--- src/rtl/alu_pkg.sv ---
// Shared types, frame constants and CRC helpers for the serial ALU.
package alu_pkg;

    typedef enum logic [2:0] {
        AND_OP = 3'b000,
        OR_OP  = 3'b001,
        ADD_OP = 3'b100,
        SUB_OP = 3'b101
    } op_e;

    typedef struct packed {
        logic carry;
        logic ovf;
        logic zero;
        logic neg;
    } flags_t;

    localparam logic START_BIT = 1'b0;
    localparam logic STOP_BIT  = 1'b1;
    localparam logic TYPE_DATA = 1'b0;
    localparam logic TYPE_CMD  = 1'b1;
    localparam int   FRAME_LEN = 11;

    localparam int ERR_DATA_BIT = 2;
    localparam int ERR_CRC_BIT  = 1;
    localparam int ERR_OP_BIT   = 0;

    // x^4+x+1, init 0, MSB first
    function automatic logic [3:0] crc4(input logic [67:0] d);
        logic [3:0] c;
        logic       fb;
        c = 4'h0;
        for (int i = 67; i >= 0; i--) begin
            fb = c[3] ^ d[i];
            c  = {c[2], c[1], c[0] ^ fb, fb};
        end
        return c;
    endfunction

    // x^3+x+1, init 0, MSB first
    function automatic logic [2:0] crc3(input logic [36:0] d);
        logic [2:0] c;
        logic       fb;
        c = 3'h0;
        for (int i = 36; i >= 0; i--) begin
            fb = c[2] ^ d[i];
            c  = {c[1], c[0] ^ fb, fb};
        end
        return c;
    endfunction

    function automatic logic [FRAME_LEN-1:0] make_frame(input logic typ, input logic [7:0] pay);
        return {START_BIT, typ, pay, STOP_BIT};
    endfunction

    function automatic logic [7:0] err_payload(input logic [2:0] e);
        return {1'b1, e, e, ^{1'b1, e, e}};
    endfunction

endpackage

--- src/rtl/mtm_alu_serializer.sv ---
// Shifts up to five pre-built 11-bit frames out MSB first, back-to-back; first bit
// appears on the edge that samples i_load. sout idles high; o_busy covers the whole burst.
module mtm_alu_serializer
    import alu_pkg::*;
(
    input  logic                   clk,
    input  logic                   rst_n,
    input  logic                   i_load,
    input  logic [2:0]             i_nframes,
    input  logic [5*FRAME_LEN-1:0] i_frames,
    output logic                   o_busy,
    output logic                   o_sout
);
    localparam int W = 5 * FRAME_LEN;

    typedef enum logic {TX_IDLE, TX_FRAME} tx_state_e;

    tx_state_e      r_state, w_next;
    logic [W-1:0]   r_shift;
    logic [5:0]     r_left;
    logic           r_sout;
    logic [5:0]     w_nbits;

    assign w_nbits = 6'(i_nframes) * 6'(FRAME_LEN);

    always_comb begin
        w_next = r_state;
        case (r_state)
            TX_IDLE:  if (i_load) w_next = TX_FRAME;
            TX_FRAME: if (r_left == 6'd0) w_next = TX_IDLE;
            default:  w_next = TX_IDLE;
        endcase
    end

    always_ff @(posedge clk or negedge rst_n) begin
        if (!rst_n) r_state <= TX_IDLE;
        else        r_state <= w_next;
    end

    always_ff @(posedge clk or negedge rst_n) begin
        if (!rst_n) begin
            r_shift <= '0;
            r_left  <= '0;
            r_sout  <= 1'b1;
        end else if (r_state == TX_IDLE) begin
            if (i_load) begin
                r_sout  <= i_frames[W-1];
                r_shift <= {i_frames[W-2:0], 1'b1};
                r_left  <= w_nbits - 6'd1;
            end
        end else if (r_left != 6'd0) begin
            r_sout  <= r_shift[W-1];
            r_shift <= {r_shift[W-2:0], 1'b1};
            r_left  <= r_left - 6'd1;
        end else begin
            r_sout <= 1'b1;
        end
    end

    assign o_busy = (r_state == TX_FRAME);
    assign o_sout = r_sout;

endmodule

--- src/rtl/mtm_alu.sv ---
// Serial 32-bit ALU: deserialises 9 input frames, checks framing/CRC/opcode, answers with
// 5 result frames or 1 error frame starting 2 edges after the CMD stop bit; sin ignored while answering.
module mtm_alu
    import alu_pkg::*;
(
    input  logic clk,
    input  logic rst_n,
    input  logic sin,
    output logic sout
);
    localparam int RESP_W = 5 * FRAME_LEN;

    typedef enum logic [2:0] {IDLE, RX_FRAME, CHECK, PROCESS, TX_WAIT, WAIT_IDLE} rx_state_e;

    rx_state_e         r_state, w_next;
    logic [3:0]        r_bit_cnt, r_data_cnt;
    logic [9:0]        r_rx;
    logic [63:0]       r_ops;
    logic [RESP_W-1:0] r_frames, w_frames;
    logic [2:0]        r_nframes, w_nframes;
    logic              r_wait_idle;

    logic              w_type, w_stop_bad, w_resp, w_load, w_busy, w_valid_op;
    logic [7:0]        w_pay;
    logic [2:0]        w_op, w_err;
    logic [31:0]       w_b, w_a, w_res;
    logic [32:0]       w_sum;
    flags_t            w_flags;

    // r_rx holds {type, payload[7:0], stop} of the frame just received
    assign w_type     = r_rx[9];
    assign w_pay      = r_rx[8:1];
    assign w_stop_bad = (r_rx[0] != STOP_BIT);
    assign w_resp     = w_stop_bad || (w_type == TYPE_CMD);
    assign w_op       = w_pay[6:4];
    assign w_b        = r_ops[63:32];
    assign w_a        = r_ops[31:0];

    always_comb begin
        w_res      = '0;
        w_sum      = '0;
        w_flags    = '0;
        w_valid_op = 1'b1;
        case (op_e'(w_op))
            AND_OP: w_res = w_b & w_a;
            OR_OP:  w_res = w_b | w_a;
            ADD_OP: begin
                w_sum         = {1'b0, w_b} + {1'b0, w_a};
                w_res         = w_sum[31:0];
                w_flags.carry = w_sum[32];
                w_flags.ovf   = (w_b[31] == w_a[31]) && (w_res[31] != w_b[31]);
            end
            SUB_OP: begin
                w_res         = w_b - w_a;
                w_flags.carry = (w_b < w_a);
                w_flags.ovf   = (w_b[31] != w_a[31]) && (w_res[31] != w_b[31]);
            end
            default: w_valid_op = 1'b0;
        endcase
        w_flags.zero = (w_res == 32'd0);
        w_flags.neg  = w_res[31];
    end

    always_comb begin
        w_err     = '0;
        w_frames  = '1;
        w_nframes = 3'd5;
        if (w_stop_bad || r_data_cnt != 4'd8)
            w_err[ERR_DATA_BIT] = 1'b1;
        else if (crc4({w_b, w_a, 1'b1, w_op}) != w_pay[3:0])
            w_err[ERR_CRC_BIT] = 1'b1;
        else if (!w_valid_op)
            w_err[ERR_OP_BIT] = 1'b1;

        if (|w_err) begin
            w_frames  = {make_frame(TYPE_CMD, err_payload(w_err)), {(4*FRAME_LEN){1'b1}}};
            w_nframes = 3'd1;
        end else begin
            w_frames = {make_frame(TYPE_DATA, w_res[31:24]), make_frame(TYPE_DATA, w_res[23:16]),
                        make_frame(TYPE_DATA, w_res[15:8]),  make_frame(TYPE_DATA, w_res[7:0]),
                        make_frame(TYPE_CMD, {1'b0, w_flags, crc3({w_res, 1'b0, w_flags})})};
        end
    end

    // CHECK also accepts a start bit so input frames may arrive back-to-back
    always_comb begin
        w_next = r_state;
        w_load = 1'b0;
        case (r_state)
            IDLE:      if (sin == START_BIT) w_next = RX_FRAME;
            RX_FRAME:  if (r_bit_cnt == 4'd9) w_next = CHECK;
            CHECK: begin
                if (w_resp)                 w_next = PROCESS;
                else if (sin == START_BIT)  w_next = RX_FRAME;
                else                        w_next = IDLE;
            end
            PROCESS: begin
                w_load = 1'b1;
                w_next = TX_WAIT;
            end
            TX_WAIT:   if (!w_busy) w_next = r_wait_idle ? WAIT_IDLE : IDLE;
            WAIT_IDLE: if (sin == STOP_BIT) w_next = IDLE;
            default:   w_next = IDLE;
        endcase
    end

    always_ff @(posedge clk or negedge rst_n) begin
        if (!rst_n) r_state <= IDLE;
        else        r_state <= w_next;
    end

    always_ff @(posedge clk or negedge rst_n) begin
        if (!rst_n) begin
            r_bit_cnt   <= '0;
            r_data_cnt  <= '0;
            r_rx        <= '0;
            r_ops       <= '0;
            r_frames    <= '1;
            r_nframes   <= '0;
            r_wait_idle <= 1'b0;
        end else begin
            case (r_state)
                IDLE: r_bit_cnt <= '0;
                RX_FRAME: begin
                    r_rx      <= {r_rx[8:0], sin};
                    r_bit_cnt <= r_bit_cnt + 4'd1;
                end
                CHECK: begin
                    r_bit_cnt <= '0;
                    if (w_resp) begin
                        r_frames    <= w_frames;
                        r_nframes   <= w_nframes;
                        r_data_cnt  <= '0;
                        r_wait_idle <= w_stop_bad;
                    end else begin
                        r_ops <= {r_ops[55:0], w_pay};
                        // saturates at 9 so an over-long run stays flagged until the CMD frame
                        if (r_data_cnt != 4'd9) r_data_cnt <= r_data_cnt + 4'd1;
                    end
                end
                default: ;
            endcase
        end
    end

    mtm_alu_serializer u_ser (
        .clk       (clk),
        .rst_n     (rst_n),
        .i_load    (w_load),
        .i_nframes (r_nframes),
        .i_frames  (r_frames),
        .o_busy    (w_busy),
        .o_sout    (sout)
    );

endmodule

--- config.mk ---
export PLATFORM = sky130hd
export DESIGN_NAME = mtm_alu
export DESIGN_NICKNAME = d
export VERILOG_FILES = /design/src/rtl/alu_pkg.sv /design/src/rtl/mtm_alu_serializer.sv /design/src/rtl/mtm_alu.sv
export SDC_FILE = /design/constraint.sdc
export NUM_CORES = 1
export LEC_CHECK = 0
export CORE_UTILIZATION = 59
export DETAILED_ROUTE_END_ITERATION = 7
export PLACE_DENSITY = 0.78
export SLEW_MARGIN = 10
export SYNTH_ARGS = -nofsm -noshare
export SYNTH_HDL_FRONTEND = slang
export SYNTH_SLANG_ARGS = --single-unit
--- constraint.sdc ---
create_clock -name clk -period 5.1 [get_ports clk]
set_clock_uncertainty 0.15 [all_clocks]
set_input_delay 0.51 -clock clk [delete_from_list [all_inputs] [get_ports clk]]
set_output_delay 0.51 -clock clk [all_outputs]
set_load 0.02 [all_outputs]
======== After elaboration in Yosys (flattened, before gate mapping) ========
Cells that the tools add are included.
word-level totals
  bits in registers ....................... 207
  word-level logic and storage cells ...... 303
cells by class
  add/sub/neg operators ................... 6
  multiply operators ...................... 1
  magnitude comparators ................... 1
  equality and inequality tests ........... 21
  muxes and demuxes ....................... 34
  bitwise logic cells ..................... 207
  reduce and logical (&&, ||, !) cells .... 21
operator list
  operator                                                               number
  1-bit XOR                                                              201
  55-bit two-way mux                                                     3
  32-bit one-hot mux with 4 select lines                                 1
  54-bit two-way mux                                                     1
  32-bit by 32-bit adder with 33-bit output                              1
  32-bit AND                                                             1
  32-bit logical NOT                                                     1
  32-bit < comparator                                                    1
  32-bit OR                                                              1
  32-bit subtractor                                                      1
  3-bit two-way mux                                                      6
  6-bit two-way mux                                                      3
  3-bit one-hot mux with 6 select lines                                  1
  3-bit equality test, second input constant                             4
  1-bit two-way mux                                                      12
  6-bit by 1-bit subtractor with 6-bit output, second input constant     2
  2-bit != test, second input constant                                   5
  4-bit by 1-bit adder with 4-bit output, second input constant          2
  4-bit two-way mux                                                      2
  4-bit != test, second input constant                                   2
  4-bit one-hot mux with 2 select lines                                  1
  2-bit AND reduction                                                    4
  7-bit XOR reduction                                                    1
  3-bit by 1-bit equality test with 1-bit output, second input constant  2
  other kinds (20)                                                       32

======== Longest topological paths before layout ========
Gate-level depths: netlist of run 1.
  word-level depth ........................ 50
  depth in mapped cells ................... 26
  depth with buffers taken out ............ 25

======== Hierarchy ========
A second synthesis of run 1 with hierarchy kept.
unflattened totals
  cell total of the unflattened synthesis .. 1,756
  area total of the unflattened synthesis .. 15,217.1 µm²
modules (own cells, without submodules)
  module              instances  cells each  area an instance (µm²)
  mtm_alu             1          1,383       11,561.1
  mtm_alu_serializer  1          373         3,656.0

======== Worst setup path before layout of run 1 ========
OpenSTA, ideal clock, no wires.
  path type ............................... register to register
  start ................................... register r_ops[32]
  end ..................................... register r_frames[3]
  setup time .............................. 0.100 ns
  data arrival time ....................... 5.201 ns
  required time ........................... 4.850 ns
  path slack .............................. -0.351 ns
  cell stages (with the launch flop) ...... 25
  cell sequence ........................... dfrtp_1 inv_1 ha_1 fa_1 o21ba_2 or4_1 nand4_1 a31oi_1 o211ai_1 a311oi_1 o211ai_1 a211oi_1 nand3b_1 inv_1 ha_1 and4_1 o211ai_1 or4b_2 nor4_1 and3_1 nand4_1 o41ai_4 xnor2_1 xnor2_1 a21oi_1
on the way
  cells in the longest elaborated chain, start to end .. 38
  elaborated cells between the ends (all ways) .. 155
  those cells by class .................... add/sub (2); order compare (1); eq/ne (3); mux (6); bitwise (139); reduce/logical (4)
RTL lines
  element                                                                         line                          source
  start: declaration                                                              mtm_alu.sv:18                 logic [63:0] r_ops;
  start signal: assignment                                                        mtm_alu.sv:136                r_ops <= {r_ops[55:0], w_pay};
  32-bit subtractor or 32-bit by 32-bit adder with 33-bit output (tied branches)  mtm_alu.sv:54, mtm_alu.sv:48
  32-bit one-hot mux with 4 select lines                                          mtm_alu.sv:44                 case (op_e'(w_op))
  1-bit XOR                                                                       alu_pkg.sv:47                 c = {c[1], c[0] ^ fb, fb};
  1-bit XOR                                                                       alu_pkg.sv:46                 fb = c[2] ^ d[i];
  1-bit XOR                                                                       alu_pkg.sv:47
  1-bit XOR                                                                       alu_pkg.sv:46
  1-bit XOR                                                                       alu_pkg.sv:47
  1-bit XOR                                                                       alu_pkg.sv:46
  [22 not listed]                                                                 -
  1-bit XOR                                                                       alu_pkg.sv:47
  1-bit XOR                                                                       alu_pkg.sv:46
  1-bit XOR                                                                       alu_pkg.sv:47
  1-bit XOR                                                                       alu_pkg.sv:46
  1-bit XOR                                                                       alu_pkg.sv:47
  1-bit XOR                                                                       alu_pkg.sv:46
  1-bit XOR                                                                       alu_pkg.sv:47
  54-bit two-way mux *                                                            mtm_alu.sv:75                 if (|w_err) begin
  end signal: assignment                                                          mtm_alu.sv:131                r_frames <= w_frames;
  end: declaration                                                                mtm_alu.sv:19                 logic [RESP_W-1:0] r_frames, w_frames;
Every way passes the cells marked *; elsewhere a longest branch is shown, timed or not.
A chain may end at the register's enable or synchronous reset.

======== Worst setup path after layout of run 1 ========
  start ................................... register r_ops[32]
  end ..................................... register r_frames[2]
on the way
  cells in the longest elaborated chain, start to end .. 38
  elaborated cells between the ends (all ways) .. 157
  those cells by class .................... add/sub (2); order compare (1); eq/ne (3); mux (6); bitwise (141); reduce/logical (4)
RTL lines
  element                                                                         line
  32-bit subtractor or 32-bit by 32-bit adder with 33-bit output (tied branches)  mtm_alu.sv:54, mtm_alu.sv:48
  32-bit one-hot mux with 4 select lines                                          mtm_alu.sv:44
  1-bit XOR, on equally long branches                                             alu_pkg.sv:47, alu_pkg.sv:46
  1-bit XOR, on equally long branches                                             alu_pkg.sv:46, alu_pkg.sv:47
  1-bit XOR, on equally long branches                                             alu_pkg.sv:47, alu_pkg.sv:46
  1-bit XOR, on equally long branches                                             alu_pkg.sv:46, alu_pkg.sv:47
  1-bit XOR, on equally long branches                                             alu_pkg.sv:47, alu_pkg.sv:46
  1-bit XOR, on equally long branches                                             alu_pkg.sv:46, alu_pkg.sv:47
  [22 not listed]                                                                 -
  1-bit XOR, on equally long branches                                             alu_pkg.sv:47, alu_pkg.sv:46
  1-bit XOR, on equally long branches                                             alu_pkg.sv:46, alu_pkg.sv:47
  1-bit XOR                                                                       alu_pkg.sv:47
  1-bit XOR                                                                       alu_pkg.sv:46
  1-bit XOR                                                                       alu_pkg.sv:47
  1-bit XOR                                                                       alu_pkg.sv:46
  1-bit XOR                                                                       alu_pkg.sv:47
  54-bit two-way mux *                                                            mtm_alu.sv:75
Marks and branches as above.

==> results of run 1 <==
## worst paths after layout
| kind | to | depth (start not counted) | slack (ns) | from |
|---|---|---|---|---|
| min reg2reg | u_ser.r_shift[30] | 2 | 0.34 | u_ser.r_shift[30] |
| max in group asynchronous | u_ser.r_shift[40] | 2 | 3.67 | rst_n |
| min in group clk | u_ser.r_shift[30] | 2 | 0.34 | u_ser.r_shift[30] |
| max reg2reg | r_frames[2] | 24 | -0.41 | r_ops[32] |
| max | r_frames[2] | 24 | -0.41 | r_ops[32] |
| min | r_bit_cnt[0] | 1 | -0.02 | rst_n |
## per-stage QoR
step / instance area [µm²] / instances / total power, µW / worst slack [ns]
after floorplan: 14700 / 1671 / 7080 / -0.122
after global placement: 17000 / 2199 / 8970 / -0.300
after detailed placement: 17000 / 2199 / 9210 / -0.545
after CTS: 17700 / 2235 / 10800 / -0.596
after global routing: 17800 / 2240 / 11600 / -0.667
final: 17800 / 2240 / 11000 / -0.413
## what timing repair did
action	4_1_cts	5_1_grt
setup endpoints to repair	3	3
hold endpoints to repair	0	0
buffers inserted	4	5
resized for setup	10	11
pin swaps	16	14
## cell families after synthesis
| group | after synthesis | share of synthesized area, % |
|---|---|---|
| DFF | 191 | 33.0 |
| muxes | 60 | 4.35 |
| and+or+nand+nor | 471 | 15.0 |
| adders and majority gates | 119 | 10.3 |
| AOI/OAI and AO/OA | 484 | 21.6 |
| buffers and inverters | 198 | 5.27 |
| xor gates and xnor gates | 148 | 10.6 |
## cells in the final DEF (no fill, tap or decap), types with 20 or more instances in the layout
cell type    n
buf_4      297
a21oi_2     24
nor2_1     122
xor2_1      20
a211oi_1    20
mux2i_1     49
dfstp_2     41
nor3_1      33
a21oi_1     94
nand2_1    175
o21ai_0    161
dfrtp_1    148
nand2b_1    20
nand3_1     23
xnor2_1    109
ha_1       115
inv_1      105
## sequential cells by signal, summed over array words and instances, names as in the netlist
signal,cells
r_ops,64
u_ser.r_shift,55
r_frames,40
r_rx,10
u_ser.r_left,6
r_bit_cnt,4
r_data_cnt,4
r_state,3
r_nframes,2
r_wait_idle,1
u_ser.o_busy,1
u_ser.o_sout,1
## power by group
group,internal (µW),switching [µW]
Clock,753,718
Sequential,2120,409
Combinational,3100,3910
## cell type report
cell class                      count  area, µm²  area share (%)
Clock buffer                       18        429            2.41
Timing Repair Buffer              303       2320            13.1
Multi-Input combinational cell   1282       9200            51.7
Sequential cell                   191       4830            27.2
Tap cell                          324        405            2.28
Inverter                          108        405            2.28
Clock inverter                     14        193            1.08
## worst max-delay path: stages (launching register included)
cell      delay, ns
dfrtp_1        0.37
inv_2          0.06
ha_4           0.16
fa_2           0.35
o21ba_4        0.21
or4_4          0.43
nand4_1        0.20
a31oi_4        0.14
o211ai_1       0.30
a311oi_2       0.15
o211ai_1       0.24
a211oi_1       0.10
nand3b_1       0.21
inv_2          0.10
ha_4           0.12
and4_1         0.16
o211ai_1       0.09
or4b_4         0.56
nor4_4         0.14
and3_1         0.19
nand4_1        0.17
o41ai_4        0.35
xnor2_1        0.19
xnor2_1        0.10
a21oi_1        0.17
## routing by layer
layer  global-route usage (%)  part of all wire [%]  up-vias
met5                        0                     0        -
li1                         -                     -     6332
met4                     17.3                   4.7        0
met1                     51.8                    42     6661
met3                     5.57                   7.1      136
met2                     62.7                    46      614
==> results.md, run 1 <==
- Mapped cell area: around 15000 µm²
- IO buf count: 3
- Vias/cell: 6.14
- Avg Cell Area, Syn: roughly 8.8 µm²
- Period utilization: 108%
- Critical path class: reg2reg
- Fin crit period: between 5 and 6 ns
- Detailed placement HPWL: 36.8 mm
- DRT iter0 DRCs: roughly 1.7k
- Placer Congestion: 0.993
- Die width: around 160 µm
- RSZ-0062 raised after global routing: yes
- Startpoint types: flip-flop
- DRC Markers: 0
- Post-synth EDFFs: 0
- Worst-margin pin slew: approximately 1.2 ns
- Clock latency on the worst-skew pair: between 0.4 and 0.5 ns
- Top-count cell post-synth: nand2_1
- Yosys reg bits: about 190
- Fillers: about 1.8k
- Layout cell share with drive strength beyond 1: roughly a quarter
- Post-synthesis async set-or-reset flop share: 100%
- Post-Syn Instances: roughly 1.7k
- DRT Pass-1 Iters: 5
- Hold_ws: -0.0237 ns
- WL per Instance: between 20 and 25 µm
- Hold-fix buffers at CTS: 0
- Num CTS Buffers: 17
- First-pass GRT wire length: ~76 mm
- Initial antenna violation count: 0
- Setup TNS: -1.16 ns
- Floorplan row count: 57
- GRT overflow: 0
- CTS tree: yes
- Post-route worst setup slack: -0.413 ns
- Max Buffers Root-to-Sink: 2
- Vert. Die Dim: roughly 160 µm
- H-tree levels: 4
- Yosys top cell by area: dfrtp_1
- CP required: about 5.3 ns
- DIE AREA: approximately 25000 µm²
- Antenna cells: 0
- Status: finished with violations
- Max frequency: 181 MHz
- Core ar.: between 20000 and 25000 µm²
- Io pins: 4
- Nets: 2025
- P&R area growth vs syn: 21.5%
- Pleak: roughly 0.0080 µW
- Routed Antenna Nets: 0
- Register area share after synthesis: between 30% and 40%
- Critical Path Fanout Max: 2
- Most frequent cells after synthesis: nand2_1, o21ai_0, dfrtp_1
- Initial Util: roughly 60%
- PD cells: approximately 620 nW/µm²
- Maximum VDD drop: slightly above 1 mV
- Violated checks: hold timing, setup timing
- Vias in the first global route: 13.2k
- Synth area leaders: dfrtp_1, ha_1, dfstp_2
- Root Driver: clkbuf_16
- Min-Delay Path Class: in2async
- CP arrival: 5.74 ns
- Share of the synthesized area in the top cell type: 25.6%
- Relative slew slack: between 20 and 25%
- Max Cap Viol: 0
- Total routed wirelength: 48.7 mm
- Final slew viol count: 0
- Post-synth top flop: dfrtp_1
- Syn nets: about 1.8k
- Clock net sink count: about 190
- Synth warn: 0
- Fin. Hold Viols: 7
- CP endpoint kind: flip-flop
- Reg clk slew, reported paths: roughly 0.080 ns
- Setup violators final: 3
- Total Routing Usage GR: a little under 40%
- Largest net degree at the start of global routing: ~100
- Fin util: about 73%
- Vias: around 14k
- Synth cell types: 90
Note: power is estimated with default switching activity, not from simulation.
==> run 2: changes to the inputs <==
--- a/config.mk
+++ b/config.mk
@@ -5,6 +5,7 @@
 export SDC_FILE = /design/constraint.sdc
 export NUM_CORES = 1
 export LEC_CHECK = 0
+export CAP_MARGIN = 0
 export CORE_UTILIZATION = 59
 export DETAILED_ROUTE_END_ITERATION = 7
 export PLACE_DENSITY = 0.78
==> results of run 2 <==
No change in the layout: final DEF, timing and power equal those of run 1.
==> run 3: changes to the inputs <==
--- a/config.mk
+++ b/config.mk
@@ -6,6 +6,7 @@
 export NUM_CORES = 1
 export LEC_CHECK = 0
 export CAP_MARGIN = 0
+export CORE_MARGIN = 5
 export CORE_UTILIZATION = 59
 export DETAILED_ROUTE_END_ITERATION = 7
 export PLACE_DENSITY = 0.78
==> run 3 against run 2 <==
The flow still finishes with violations (hold timing, setup timing). Global-route usage fell by 5.7 points. Sequential cell count did not move. Critical endpoint is now r_frames[3]. Core utilization fell by 0.83 points. Worst setup slack got worse by 0.0069 ns. Largest power group unchanged.
==> results.md, run 3 (same netlist as run 1, synthesis figures left out) <==
- Core ar.: about 24000 µm²
- DRT iter0 DRCs: between 1.5k and 2k
- DRT met1 WL: about 19 mm
- Setup TNS: -1.04 ns
- Commonest non-fill, non-tap cells in the layout: buf_4, nand2_1, o21ai_0, dfrtp_1, nor2_1
- Max FFs per register: between 60 and 70
- Clock net sink count: about 190
- Nets: 2006
- DRC Markers: 0
- Largest register by flop count: r_ops
- Fillers: 1827
- P&R area growth vs syn: 20.4%
- Hold-fix buffers at CTS: 0
- Worst reg-to-reg path cell count: 24
- Vert. Die Dim: roughly 170 µm
- Status: finished with violations
- Total Routing Usage GR: around 33%
- Pleak: between 0.007 and 0.008 µW
- Die width: ~170 µm
- Reg clk slew, reported paths: about 0.090 ns
- Final Power: 11200 µW
- WL per Instance: around 21 µm
- Root Driver: clkbuf_16
- Final Cell Area: about 18000 µm²
- Dpl cell area: ~17000 µm²
- Final slew viol count: 0
- CP endpoint kind: flip-flop
- RR Endpoint: r_frames[3]
- Floorplan row count: between 50 and 60
- Max frequency: roughly 180 MHz
- Initial Util: ~60%
- Routed Antenna Nets: 0
- Detailed placement HPWL: approximately 36 mm
- Violated checks: hold timing, setup timing
- Antenna cells: 0
- Regs by FF count: r_ops x64, u_ser.r_shift x55, r_frames x40
- CP required: 5.33 ns
- Worst Setup EP: r_frames[3]
- Vias in the first global route: 13.3k
- Metal2 WL: ~21 mm
- Fin crit period: between 5 and 6 ns
- Io pins: 4
- GRT overflow: 0
- R2R Path Start: r_ops[32]
- Initial antenna violation count: 0
- First-pass GRT wire length: 73.2 mm
- RSZ-0062 raised after global routing: yes
- CTS tree: yes
- Worst-margin pin slew: 1.12 ns
- Top Metal Used: met4
- Relative slew slack: 25.1%
- Vias: roughly 14k
- Placer Congestion: between 1 and 1.5
- Maximum VDD drop: roughly 1.2 mV
- PD cells: about 630 nW/µm²
- FF-to-FF setup slack: -0.42 ns
- Total routed wirelength: 47.1 mm
- Critical path class: reg2reg
- Critical Path Fanout Max: 3
- Startpoint types: flip-flop
- Most common cell after layout, fill and taps aside: buf_4
- Num CTS Buffers: 17
- Fin. Hold Viols: 4
- Min-Delay Path Class: in2async
- IO buf count: 3
- Setup violators final: 3
- DIE AREA: ~28000 µm²
- Clock latency on the worst-skew pair: roughly 0.46 ns
- Vias/cell: roughly 6
- Max Cap Viol: 0
- Period utilization: 108%
- Crit path from: r_ops[32]
- H-tree levels: 4
- Layout cell share with drive strength beyond 1: ~23%
- Largest net degree at the start of global routing: between 100 and 150
- Met3 routed WL: 4.00 mm
- CP arrival: 5.75 ns
- Max Buffers Root-to-Sink: 2
- Post-route worst setup slack: -0.420 ns
- Hold_ws: -0.0118 ns
- DRT Pass-1 Iters: 7
-- run 3: how the worst min path moves through the flow --
| stage | from | endpoint | slack, ns | depth (start not counted) |
|---|---|---|---|---|
| 6_report | rst_n | r_bit_cnt[3] | -0.01 | 1 |
| 5_1_grt | rst_n | r_bit_cnt[3] | 0.09 | 1 |
| 4_1_cts | rst_n | r_bit_cnt[3] | 0.07 | 1 |
| 3_5_place_dp | u_ser.r_shift[0] | u_ser.r_shift[0] | 0.30 | 1 |
| 3_3_place_gp | u_ser.r_shift[0] | u_ser.r_shift[0] | 0.30 | 1 |
| 2_1_floorplan | rst_n | r_bit_cnt[0] | 0.06 | 0 |
-- run 3: area by class of cell --
class / count / area (µm²) / share of cell area [%]
Tap cell: 324 / 405 / 2.30
Multi-Input combinational cell: 1282 / 9200 / 52.1
Clock inverter: 15 / 186 / 1.06
Sequential cell: 191 / 4830 / 27.4
Clock buffer: 17 / 425 / 2.41
Inverter: 108 / 405 / 2.30
Timing Repair Buffer: 284 / 2180 / 12.4
-- run 3: per-layer routing --
layer,vias to the layer above,global-route usage [%]
met5,-,0
met4,0,17.2
li1,6319,-
met1,6574,43.0
met3,134,7.87
met2,659,51.6
-- run 3: power by group --
group	total, µW	switching [µW]	internal, µW
logic	7220	3930	3290
registers	2540	424	2120
clock network	1410	737	669
total	11200	5090	6070
-- run 3: per-stage QoR --
step / cells / setup slack [ns] / hold slack, ns / util, %
CTS: 2217 / -0.360 / 0.0742 / 71.9
finish: 2221 / -0.420 / -0.0118 / 72.3
global placement: 2166 / -0.253 / 0.300 / 68.7
global route: 2221 / -0.694 / 0.0856 / 72.3
detailed placement: 2166 / -0.440 / 0.303 / 68.7
floorplan: 1671 / -0.122 / 0.0644 / -
-- run 3: worst max-delay path, stage by stage, from the launching register on --
cell,delay [ns]
dfrtp_1,0.37
inv_2,0.06
ha_4,0.16
fa_2,0.36
o21ba_4,0.21
or4_4,0.43
nand4_1,0.18
a31oi_4,0.14
o211ai_1,0.31
a311oi_2,0.17
o211ai_1,0.26
a211oi_1,0.10
nand3b_1,0.22
inv_2,0.09
ha_4,0.12
and4_1,0.16
o211ai_1,0.09
or4b_4,0.54
nor4_2,0.13
and3_1,0.17
nand4_1,0.15
o41ai_4,0.36
xnor2_1,0.23
xnor2_1,0.10
a21oi_1,0.17
-- run 3: timing repair --
| action | 4_1_cts | 5_1_grt |
|---|---|---|
| pin swaps | 6 | 19 |
| endpoints found under the setup margin | 3 | 5 |
| gates resized for setup | 5 | 19 |
| setup buffers | 19 | 5 |
| endpoints found under the hold margin | 0 | 0 |
